**config.mk**
```make
export PLATFORM = sky130hd
export DESIGN_NAME = ahb_periph_bridge_flat
export DESIGN_NICKNAME = d
export VERILOG_FILES = /design/src/rtl/ahb_pkg.sv /design/src/rtl/ahb_periph_bridge_if.sv /design/src/rtl/ahb_size_decode.sv /design/src/rtl/ahb_periph_bridge.sv /design/src/flat_wrapper.sv
export SDC_FILE = /design/constraint.sdc
export NUM_CORES = 1
export LEC_CHECK = 0
export ABC_AREA = 1
export CORE_MARGIN = 1
export CORE_UTILIZATION = 32
export CTS_BUF_LIST = sky130_fd_sc_hd__clkbuf_8
export DETAILED_ROUTE_END_ITERATION = 8
export HOLD_SLACK_MARGIN = 0.02
export PLACE_DENSITY_LB_ADDON = 0.1
export SYNTH_ARGS = -nofsm -noshare
export SYNTH_HDL_FRONTEND = slang
export SYNTH_HIERARCHICAL = 1
export SYNTH_SLANG_ARGS = --single-unit
```
**constraint.sdc**
```tcl
create_clock -name clk -period 3 [get_ports clk]
set_input_delay 0.9 -clock clk [delete_from_list [all_inputs] [get_ports clk]]
set_output_delay 0.9 -clock clk [all_outputs]
set_load 0.02 [all_outputs]
```
**src/rtl/ahb_pkg.sv**
```systemverilog
`default_nettype none
// ============================================================================
//  Module   : ahb_pkg
//  Purpose  : Shared AHB-Lite encodings and the peripheral bridge state type.
//  Revision : 1.0 - initial release
// ============================================================================
package ahb_pkg;

    localparam logic [1:0] c_HTRANS_IDLE   = 2'b00;
    localparam logic [1:0] c_HTRANS_BUSY   = 2'b01;
    localparam logic [1:0] c_HTRANS_NONSEQ = 2'b10;
    localparam logic [1:0] c_HTRANS_SEQ    = 2'b11;

    localparam logic [2:0] c_HSIZE_BYTE = 3'd0;
    localparam logic [2:0] c_HSIZE_HALF = 3'd1;
    localparam logic [2:0] c_HSIZE_WORD = 3'd2;

    localparam logic c_HRESP_OKAY  = 1'b0;
    localparam logic c_HRESP_ERROR = 1'b1;

    typedef enum logic [2:0] {
        ST_IDLE     = 3'd0,
        ST_WR       = 3'd1,
        ST_RD       = 3'd2,
        ST_RD_STALL = 3'd3,
        ST_ERR1     = 3'd4,
        ST_ERR2     = 3'd5
    } bridgeState_e;

endpackage
`default_nettype wire

```
**src/rtl/ahb_periph_bridge_if.sv**
```systemverilog
`default_nettype none
// ============================================================================
//  Module   : ahb_periph_bridge_if
//  Purpose  : AHB-Lite slave-side bus bundle for the peripheral bridge.
//  Revision : 1.0 - initial release
// ============================================================================
interface ahb_periph_bridge_if;

    logic        HSEL;
    logic [31:0] HADDR;
    logic [1:0]  HTRANS;
    logic [2:0]  HSIZE;
    logic        HWRITE;
    logic [31:0] HWDATA;
    logic        HREADY;
    logic        HREADYOUT;
    logic        HRESP;
    logic [31:0] HRDATA;

    modport slave (
        input  HSEL, HADDR, HTRANS, HSIZE, HWRITE, HWDATA, HREADY,
        output HREADYOUT, HRESP, HRDATA
    );

    modport master (
        output HSEL, HADDR, HTRANS, HSIZE, HWRITE, HWDATA, HREADY,
        input  HREADYOUT, HRESP, HRDATA
    );

endinterface
`default_nettype wire

```
**src/rtl/ahb_size_decode.sv**
```systemverilog
`default_nettype none
// ============================================================================
//  Module   : ahb_size_decode
//  Purpose  : Maps HSIZE and HADDR[1:0] to byte write strobes plus a
//             misaligned-access flag. Purely combinational.
//  Revision : 1.0 - initial release
// ============================================================================
module ahb_size_decode
    import ahb_pkg::*;
(
    input  wire  [2:0] i_hsize,
    input  wire  [1:0] i_addrLo,
    output logic [3:0] o_strobe,
    output logic       o_misaligned
);

    // Oversized and misaligned halves/words still produce an aligned-down
    // strobe so the non-error build can use it directly.
    always_comb begin
        o_strobe     = 4'b1111;
        o_misaligned = 1'b0;
        case (i_hsize)
            c_HSIZE_BYTE: o_strobe = 4'b0001 << i_addrLo;
            c_HSIZE_HALF: begin
                o_strobe     = i_addrLo[1] ? 4'b1100 : 4'b0011;
                o_misaligned = i_addrLo[0];
            end
            c_HSIZE_WORD: o_misaligned = (i_addrLo != 2'b00);
            default:      o_misaligned = 1'b1;
        endcase
    end

endmodule
`default_nettype wire

```
**src/rtl/ahb_periph_bridge.sv**
```systemverilog
`default_nettype none
// ============================================================================
//  Module   : ahb_periph_bridge
//  Purpose  : AHB-Lite slave to word-indexed peripheral port bridge with a
//             read-after-write stall. Define AHB_BRIDGE_ERR_EN to enable the
//             two-cycle ERROR response for misaligned/oversized accesses.
//  Revision : 1.0 - initial release
// ============================================================================
module ahb_periph_bridge
    import ahb_pkg::*;
#(
    parameter int ADDR_W = 8
) (
    input  wire                clk,
    input  wire                rstn,
    ahb_periph_bridge_if.slave bus,
    output logic [ADDR_W-1:0]  addrIn,
    output logic [ADDR_W-1:0]  addrOut,
    output logic [3:0]         sizeDecode,
    output logic [31:0]        dataIn,
    input  wire  [31:0]        dataOut
);

    localparam logic [2:0] c_IDLE     = ST_IDLE;
    localparam logic [2:0] c_WR       = ST_WR;
    localparam logic [2:0] c_RD       = ST_RD;
    localparam logic [2:0] c_RD_STALL = ST_RD_STALL;
`ifdef AHB_BRIDGE_ERR_EN
    localparam logic [2:0] c_ERR1     = ST_ERR1;
    localparam logic [2:0] c_ERR2     = ST_ERR2;
`endif

    logic [2:0]        r_state;
    logic [2:0]        w_nextState;
    logic [ADDR_W-1:0] r_wrIndex;
    logic [ADDR_W-1:0] r_rdIndex;
    logic [3:0]        r_strobe;

    logic [ADDR_W-1:0] w_index;
    logic [3:0]        w_strobe;
    logic              w_misaligned;
    logic              w_error;
    logic              w_readyOut;
    logic              w_validPhase;
    logic              w_accept;
    logic              w_readAccept;
    logic              w_hazard;
    logic              w_unusedAddr;

    ahb_size_decode u_sizeDecode (
        .i_hsize      (bus.HSIZE),
        .i_addrLo     (bus.HADDR[1:0]),
        .o_strobe     (w_strobe),
        .o_misaligned (w_misaligned)
    );

    assign w_index      = bus.HADDR[ADDR_W+1:2];
    assign w_unusedAddr = ^bus.HADDR[31:ADDR_W+2];
    assign w_validPhase = bus.HSEL & bus.HREADY &
                          ((bus.HTRANS == c_HTRANS_NONSEQ) || (bus.HTRANS == c_HTRANS_SEQ));
    assign w_accept     = w_validPhase & w_readyOut;
    // rstn gates the combinational read path so addrOut holds 0 in reset
    assign w_readAccept = w_accept & ~bus.HWRITE & rstn;
    assign w_hazard     = (r_state == c_WR) & ~bus.HWRITE & (w_index == r_wrIndex);

`ifdef AHB_BRIDGE_ERR_EN
    assign w_error    = w_misaligned;
    assign w_readyOut = (r_state != c_RD_STALL) && (r_state != c_ERR1);
    assign bus.HRESP  = ((r_state == c_ERR1) || (r_state == c_ERR2)) ? c_HRESP_ERROR
                                                                      : c_HRESP_OKAY;
`else
    logic w_unusedMisaligned;
    assign w_unusedMisaligned = w_misaligned;
    assign w_error    = 1'b0;
    assign w_readyOut = (r_state != c_RD_STALL);
    assign bus.HRESP  = c_HRESP_OKAY;
`endif

    always_comb begin
        w_nextState = c_IDLE;
        case (r_state)
            c_RD_STALL: w_nextState = c_RD;
`ifdef AHB_BRIDGE_ERR_EN
            c_ERR1:     w_nextState = c_ERR2;
`endif
            default: begin
                if (!w_accept)
                    w_nextState = c_IDLE;
`ifdef AHB_BRIDGE_ERR_EN
                else if (w_error)
                    w_nextState = c_ERR1;
`endif
                else if (bus.HWRITE)
                    w_nextState = c_WR;
                else if (w_hazard)
                    w_nextState = c_RD_STALL;
                else
                    w_nextState = c_RD;
            end
        endcase
    end

    always_ff @(posedge clk or negedge rstn) begin
        if (!rstn) begin
            r_state   <= c_IDLE;
            r_wrIndex <= '0;
            r_rdIndex <= '0;
            r_strobe  <= '0;
        end else begin
            r_state <= w_nextState;
            if (w_accept && !bus.HWRITE)
                r_rdIndex <= w_index;
            // Erroring writes leave the previous write phase info untouched
            if (w_accept && bus.HWRITE && !w_error) begin
                r_wrIndex <= w_index;
                r_strobe  <= w_strobe;
            end
        end
    end

    assign bus.HREADYOUT = w_readyOut;
    assign bus.HRDATA    = (r_state == c_RD) ? dataOut : 32'h0;
    assign sizeDecode    = (r_state == c_WR) ? r_strobe : 4'b0000;
    assign dataIn        = (r_state == c_WR) ? bus.HWDATA : 32'h0;
    assign addrIn        = r_wrIndex;
    assign addrOut       = w_readAccept ? w_index : r_rdIndex;

endmodule
`default_nettype wire

```
**src/flat_wrapper.sv**
```systemverilog
// flat-port wrapper written by rule: the top's interface ports become plain ports
module ahb_periph_bridge_flat import ahb_pkg::*;
#(
    parameter int ADDR_W = 8
)
  (clk, rstn, addrIn, addrOut, sizeDecode, dataIn, dataOut, bus_HSEL, bus_HADDR, bus_HTRANS, bus_HSIZE, bus_HWRITE, bus_HWDATA, bus_HREADY, bus_HREADYOUT, bus_HRESP, bus_HRDATA);
  ahb_periph_bridge_if bus_i ();
  input  wire clk;
  input  wire rstn;
  output logic [ADDR_W-1:0] addrIn;
  output logic [ADDR_W-1:0] addrOut;
  output logic [3:0] sizeDecode;
  output logic [31:0] dataIn;
  input  wire  [31:0] dataOut;
  input wire logic [$bits(bus_i.HSEL)-1:0] bus_HSEL;
  input wire logic [$bits(bus_i.HADDR)-1:0] bus_HADDR;
  input wire logic [$bits(bus_i.HTRANS)-1:0] bus_HTRANS;
  input wire logic [$bits(bus_i.HSIZE)-1:0] bus_HSIZE;
  input wire logic [$bits(bus_i.HWRITE)-1:0] bus_HWRITE;
  input wire logic [$bits(bus_i.HWDATA)-1:0] bus_HWDATA;
  input wire logic [$bits(bus_i.HREADY)-1:0] bus_HREADY;
  output wire logic [$bits(bus_i.HREADYOUT)-1:0] bus_HREADYOUT;
  output wire logic [$bits(bus_i.HRESP)-1:0] bus_HRESP;
  output wire logic [$bits(bus_i.HRDATA)-1:0] bus_HRDATA;
  assign bus_i.HSEL = bus_HSEL;
  assign bus_i.HADDR = bus_HADDR;
  assign bus_i.HTRANS = bus_HTRANS;
  assign bus_i.HSIZE = bus_HSIZE;
  assign bus_i.HWRITE = bus_HWRITE;
  assign bus_i.HWDATA = bus_HWDATA;
  assign bus_i.HREADY = bus_HREADY;
  assign bus_HREADYOUT = bus_i.HREADYOUT;
  assign bus_HRESP = bus_i.HRESP;
  assign bus_HRDATA = bus_i.HRDATA;
  ahb_periph_bridge #(.ADDR_W(ADDR_W)) u_core (.clk(clk), .rstn(rstn), .bus(bus_i), .addrIn(addrIn), .addrOut(addrOut), .sizeDecode(sizeDecode), .dataIn(dataIn), .dataOut(dataOut));
endmodule
```
==> impl_metrics.csv, run 1 <==
group,metric,value,unit
run_status,status,"finished, final reports clean",
power_and_ir_drop,cellPowerDensity,285,nW/um2
synthesis,synth_fp_nets,417,
worst_setup_path,reg2reg_slack,1530,ps
clock_tree,cts_tree,"yes",
finish,fill_cells,470,
synthesis,syn_inst,311,
worst_setup_path,worstPathMaxFanout,1,
floorplanning,dieWidth,76.9,um
routing,drt_wl_total,6670,um
sta,fmax,0.336,GHz
worst_setup_path,critical_path_class,"input port to primary output",
floorplanning,num_io_pins,192,
finish,finalNetCount,592,
hold_path,min_path_type,"flop to flop",
worst_setup_path,rr_startpoint,"u_core/r_state[0]",
floorplanning,die-area,5910,um2
finish,antenna_cells,0,
worst_setup_path,r2r-end,"u_core/r_strobe[2]",
routing,wl_per_cell,12.0,um
placement,gp_congestion,0.774,
grt,grt_pass1_vias,2075,
worst_setup_path,endpoint_kind,"primary output",
routing,drt-initial-drc-count,59,
clock_tree,cts.clk_slew.worst_paths,80,ps
sta,setup_violations,0,
clock_tree,clock-root-buffer,"clkbuf_8",
synthesis,netlist_area,1800,um2
routing,vias,2309,
sta,fin_crit,2970,ps
hold_path,hold_depth,2,
sta,finClkSkew,2.35,ps
worst_setup_path,critical_path_required,2100,ps
routing,drtAntennaViolNets,0,
power_and_ir_drop,finalPower,1.05,mW
worst_setup_path,rr_worst_depth,7,
clock_tree,clk_latency,260,ps
floorplanning,num_rows,26,
grt,antenna_found_initial,0,
placement,port_buffers,167,
sta,final_hold_viol_count,0,
routing,drc_errors,0,
grt,overflow,0,
clock_tree,htreeDepth,1,
run,cap_violations,0,
power_and_ir_drop,peakVddDrop,0.315,mV
grt,grt_use_total,20.9,%
clock_tree,cts_made_buffers,3,
floorplanning,core_area,5270,um2
placement,pre_cts_ws,-529,ps
finish,drive_gt1_share,9.07,%
sta,finalMaxSlewViolations,0,
grt,grt_pass1_wl,9890,um
sta,fin_crit_sh,99.2,%
synthesis,ys_warn_count,6,
routing,drt-pass1-iter-count,6,
synthesis,syn_avg_cell_area,5.77,um2
hold_path,min_from,"u_core/r_rdIndex[1]",
clock_tree,clock_path_buffers,2,
routing,viasPerCell,4.16,
worst_setup_path,start_kind,"input port",
finish,areaGrowthSynthToFinish,106,%
floorplanning,die_h,76.9,um
clock_tree,cts.sinks,22,
sta,rsz0062_at_grt,"no",
power_and_ir_drop,leakagePower,2.70,nW
floorplanning,initial_core_util,34.1,%
sta,setup_slack,25.2,ps
sta,setup_tns,0,ps
hold_path,min_to,"u_core/r_rdIndex[1]",
placement,hpwl,5120,um
worst_setup_path,critPathArrivalTime,2070,ps
grt,grt_start_max_net_pins,38,
stage by stage:
step / instances / util [%] / hold WS [ps] / area [um2]
floorplan: 311 / - / 447 / 1800
global placement: 549 / 67.7 / 461 / 3570
detailed placement: 549 / 67.7 / 468 / 3570
CTS: 555 / 68.4 / 488 / 3600
global route: 555 / 70.2 / 525 / 3700
finish: 555 / 70.2 / 488 / 3700
timing repair:
item | in CTS | in global routing
endpoints found under the hold margin | 0 | 0
gates resized for setup | 77 | 42
hold buffers | 0 | 0
pin swaps | 4 | 1
setup buffers | 2 | 0
setup endpoints to repair | 34 | 44
report_power, final:
part | switching, mW | internal (mW)
logic | 0.224 | 0.242
registers | 0.0332 | 0.345
clock network | 0.0934 | 0.117
how the worst max path moves through the flow:
stage | start | endpoint | slack (ps)
after global routing | dataOut[1] | bus_HRDATA[1] | 0.2
final | dataOut[1] | bus_HRDATA[1] | 30
after detailed placement | bus_HTRANS[1] | addrOut[2] | -530
after global placement | bus_HTRANS[1] | addrOut[2] | -530
after CTS | bus_HWDATA[4] | dataIn[4] | 1
after floorplan | bus_HTRANS[1] | addrOut[4] | 500
sequential cells by signal (all words and copies together), names as in the netlist:
| name | cells |
|---|---|
| u_core/r_rdIndex | 8 |
| u_core/r_strobe | 4 |
| u_core/r_state | 2 |
| u_core/addrIn | 8 |
metal layers:
metal / GRT usage (%) / vias up / wire (um)
met2: 40.5 / 82 / 3550
met4: 5.38 / 0 / 77
met5: 0 / - / 0
met3: 3.69 / 8 / 442
li1: - / 1218 / -
met1: 22.9 / 1001 / 2600
layout by cell type (no fill, tap or decap):
cell / n
nor2_2: 1
nand3_1: 9
nand2_1: 54
nand2_2: 4
xnor2_1: 2
buf_2: 3
a21oi_1: 4
o21ai_1: 13
or2_1: 1
clkbuf_8: 4
nor2_1: 82
buf_6: 7
inv_2: 3
dfrtp_1: 22
dlymetal6s2s_1: 38
buf_4: 13
nor2_4: 3
nand2_4: 1
nand3_2: 2
clkdlybuf4s50_1: 92
dlygate4sd2_1: 29
o21ai_0: 8
conb_1: 1
inv_1: 86
o21ai_2: 3
cell type report:
cell class / instances / area [um2] / share of cell area [%]
multi-input combinational: 188 / 831 / 22.5
tap: 70 / 87.6 / 2.37
timing repair buffer: 182 / 1840 / 49.8
sequential: 22 / 551 / 14.9
clock buffer: 4 / 55.1 / 1.49
inverter: 89 / 334 / 9.03
worst max-delay path: stages:
cell and delay, ps:
clkdlybuf4s50_1 450, inv_1 40, nor2_1 80, clkdlybuf4s50_1 610
(Power assumes the default switching activity.)
==> run 2, diff against run 1 <==
--- a/config.mk
+++ b/config.mk
@@ -12,6 +12,7 @@
 export DETAILED_ROUTE_END_ITERATION = 8
 export HOLD_SLACK_MARGIN = 0.02
 export PLACE_DENSITY_LB_ADDON = 0.1
+export REMOVE_ABC_BUFFERS = 1
 export SYNTH_ARGS = -nofsm -noshare
 export SYNTH_HDL_FRONTEND = slang
 export SYNTH_HIERARCHICAL = 1
==> run 2 against run 1 <==
  * Sequential cell count unchanged
  * Non-clock buffer count increased by 6
  * Register-to-register slack got worse by 30 ps
  * Core utilization about the same
  * Power decreased by 0.28%
  * Count of clock-buffer cells in the layout unchanged
  * Worst setup slack about the same
  * Clock power about the same
  * Critical path type unchanged
  * Critical endpoint is now bus_HRDATA[22]
  * Largest cell class unchanged
  * Largest power group unchanged
  * Highest routed layer unchanged
==> impl_metrics.csv, run 2 (synthesis results as in run 1) <==
group,metric,value,unit
clock_tree,clk_latency,260,ps
floorplanning,num_io_pins,192,
worst_setup_path,startpoint,"dataOut[22]",
sta,timing.hold.ws,487,ps
routing,drtAntennaViolNets,0,
sta,tightest_slew,503,ps
worst_setup_path,start_kind,"input port",
floorplanning,core_area,5270,um2
grt,grt_start_max_net_pins,33,
finish,antenna_cells,0,
clock_tree,htreeDepth,1,
floorplanning,initial_core_util,34.1,%
grt,overflow,0,
finish,drive_gt1_share,9.98,%
routing,drt-initial-drc-count,68,
worst_setup_path,worstPathMaxFanout,1,
worst_setup_path,critPathArrivalTime,2080,ps
clock_tree,clock_path_buffers,2,
sta,final_hold_viol_count,0,
placement,port_buffers,167,
placement,gp_congestion,0.749,
finish,areaGrowthSynthToFinish,106,%
grt,grt_use_total,22.6,%
worst_setup_path,critical_path_required,2100,ps
floorplanning,die-area,5910,um2
clock_tree,cts.clk_slew.worst_paths,80,ps
sta,finalMaxSlewViolations,0,
routing,drt_wl_total,6710,um
clock_tree,cts.sinks,22,
clock_tree,holdBufCountCts,0,
routing,wl_per_cell,12.0,um
clock_tree,cts_made_buffers,3,
routing,viasPerCell,4.14,
grt,grt_pass1_vias,2175,
finish,finalNetCount,598,
grt,grt_pass1_wl,10800,um
routing,drc_errors,0,
sta,finClkSkew,1.02,ps
sta,fin_crit_sh,99.2,%
routing,drt-pass1-iter-count,4,
finish,most-common-layout-cells,"clkdlybuf4s50_1 (93), inv_1 (87), nor2_1 (82), nand2_1 (54), dlygate4sd2_1 (37)",
finish,final_common_cell,"clkdlybuf4s50_1",
power_and_ir_drop,finalPower,1.05,mW
placement,hpwl,5380,um
hold_path,min_from,"u_core/r_rdIndex[5]",
sta,max_slew_margin,66.4,%
power_and_ir_drop,peakVddDrop,0.416,mV
power_and_ir_drop,leakagePower,2.60,nW
sta,fin_crit,2980,ps
run_status,status,"finished, final reports clean",
sta,setup_violations,0,
worst_setup_path,critical_path_class,"input port to primary output",
floorplanning,dieWidth,76.9,um
floorplanning,die_h,76.9,um
grt,antenna_found_initial,0,
run,cap_violations,0,
worst_setup_path,rr_startpoint,"u_core/r_state[0]",
hold_path,min_path_type,"flop to flop",
power_and_ir_drop,cellPowerDensity,284,nW/um2
sta,rsz0062_at_grt,"no",
clock_tree,clock-root-buffer,"clkbuf_8",
worst_setup_path,endpoint_kind,"primary output",
clock_tree,cts_tree,"yes",
routing,vias,2323,
sta,fmax,0.336,GHz
floorplanning,num_rows,26,
## run 2: timing repair
action	CTS	global route
pin swaps	4	1
buffers inserted	2	0
gates resized for setup	77	30
setup endpoints to repair	42	35
## run 2: cell type report
class	instances	area [um2]
multi-input combinational	188	831
timing repair buffer	188	1840
clock buffer	4	55.1
fill	460	1570
tap	70	87.6
inverter	89	334
sequential	22	551
## run 2: through the flow
stage | area (um2) | setup slack (ps) | TNS (ps) | utilization, % | std cells
after floorplan | 1710 | 449 | 0 | - | 299
after global placement | 3610 | -523 | -4210 | 68.6 | 555
after detailed placement | 3610 | -522 | -4500 | 68.6 | 555
after CTS | 3630 | 0.156 | 0 | 68.9 | 561
after global routing | 3700 | 1.31 | 0 | 70.3 | 561
final | 3700 | 24.9 | 0 | 70.3 | 561
## run 2: path summary, 6_finish.rpt
path / to / slack (ps) / depth (start not counted)
worst max register to register: u_core/r_strobe[1] / 1500 / 7
min in group asynchronous: u_core/addrIn[3] / 1010 / 2
worst min-delay path: u_core/r_rdIndex[5] / 490 / 2
worst max-delay path: bus_HRDATA[22] / 20 / 4
worst min register to register: u_core/r_rdIndex[5] / 490 / 2
max in group asynchronous: u_core/addrIn[6] / 1760 / 2
## run 2: layer usage
| layer | share of wire, % | vias up | track usage (%) |
|---|---|---|---|
| li1 | - | 1232 | - |
| met1 | 42 | 993 | 27.2 |
| met2 | 50 | 86 | 40.7 |
| met3 | 5.9 | 12 | 2.62 |
| met4 | 2.5 | 0 | 8.65 |
| met5 | 0 | - | 0 |
## run 2: where the power goes
| part | total [mW] | switching (mW) | internal [mW] |
|---|---|---|---|
| clock network | 0.212 | 0.0951 | 0.117 |
| logic | 0.460 | 0.222 | 0.239 |
| registers | 0.379 | 0.0345 | 0.345 |
| total | 1.05 | 0.351 | 0.701 |
## run 2: worst max-delay path, cell delays in order
cell,delay [ps]
clkdlybuf4s50_1,450
inv_1,30
nor2_1,80
clkdlybuf4s50_1,610
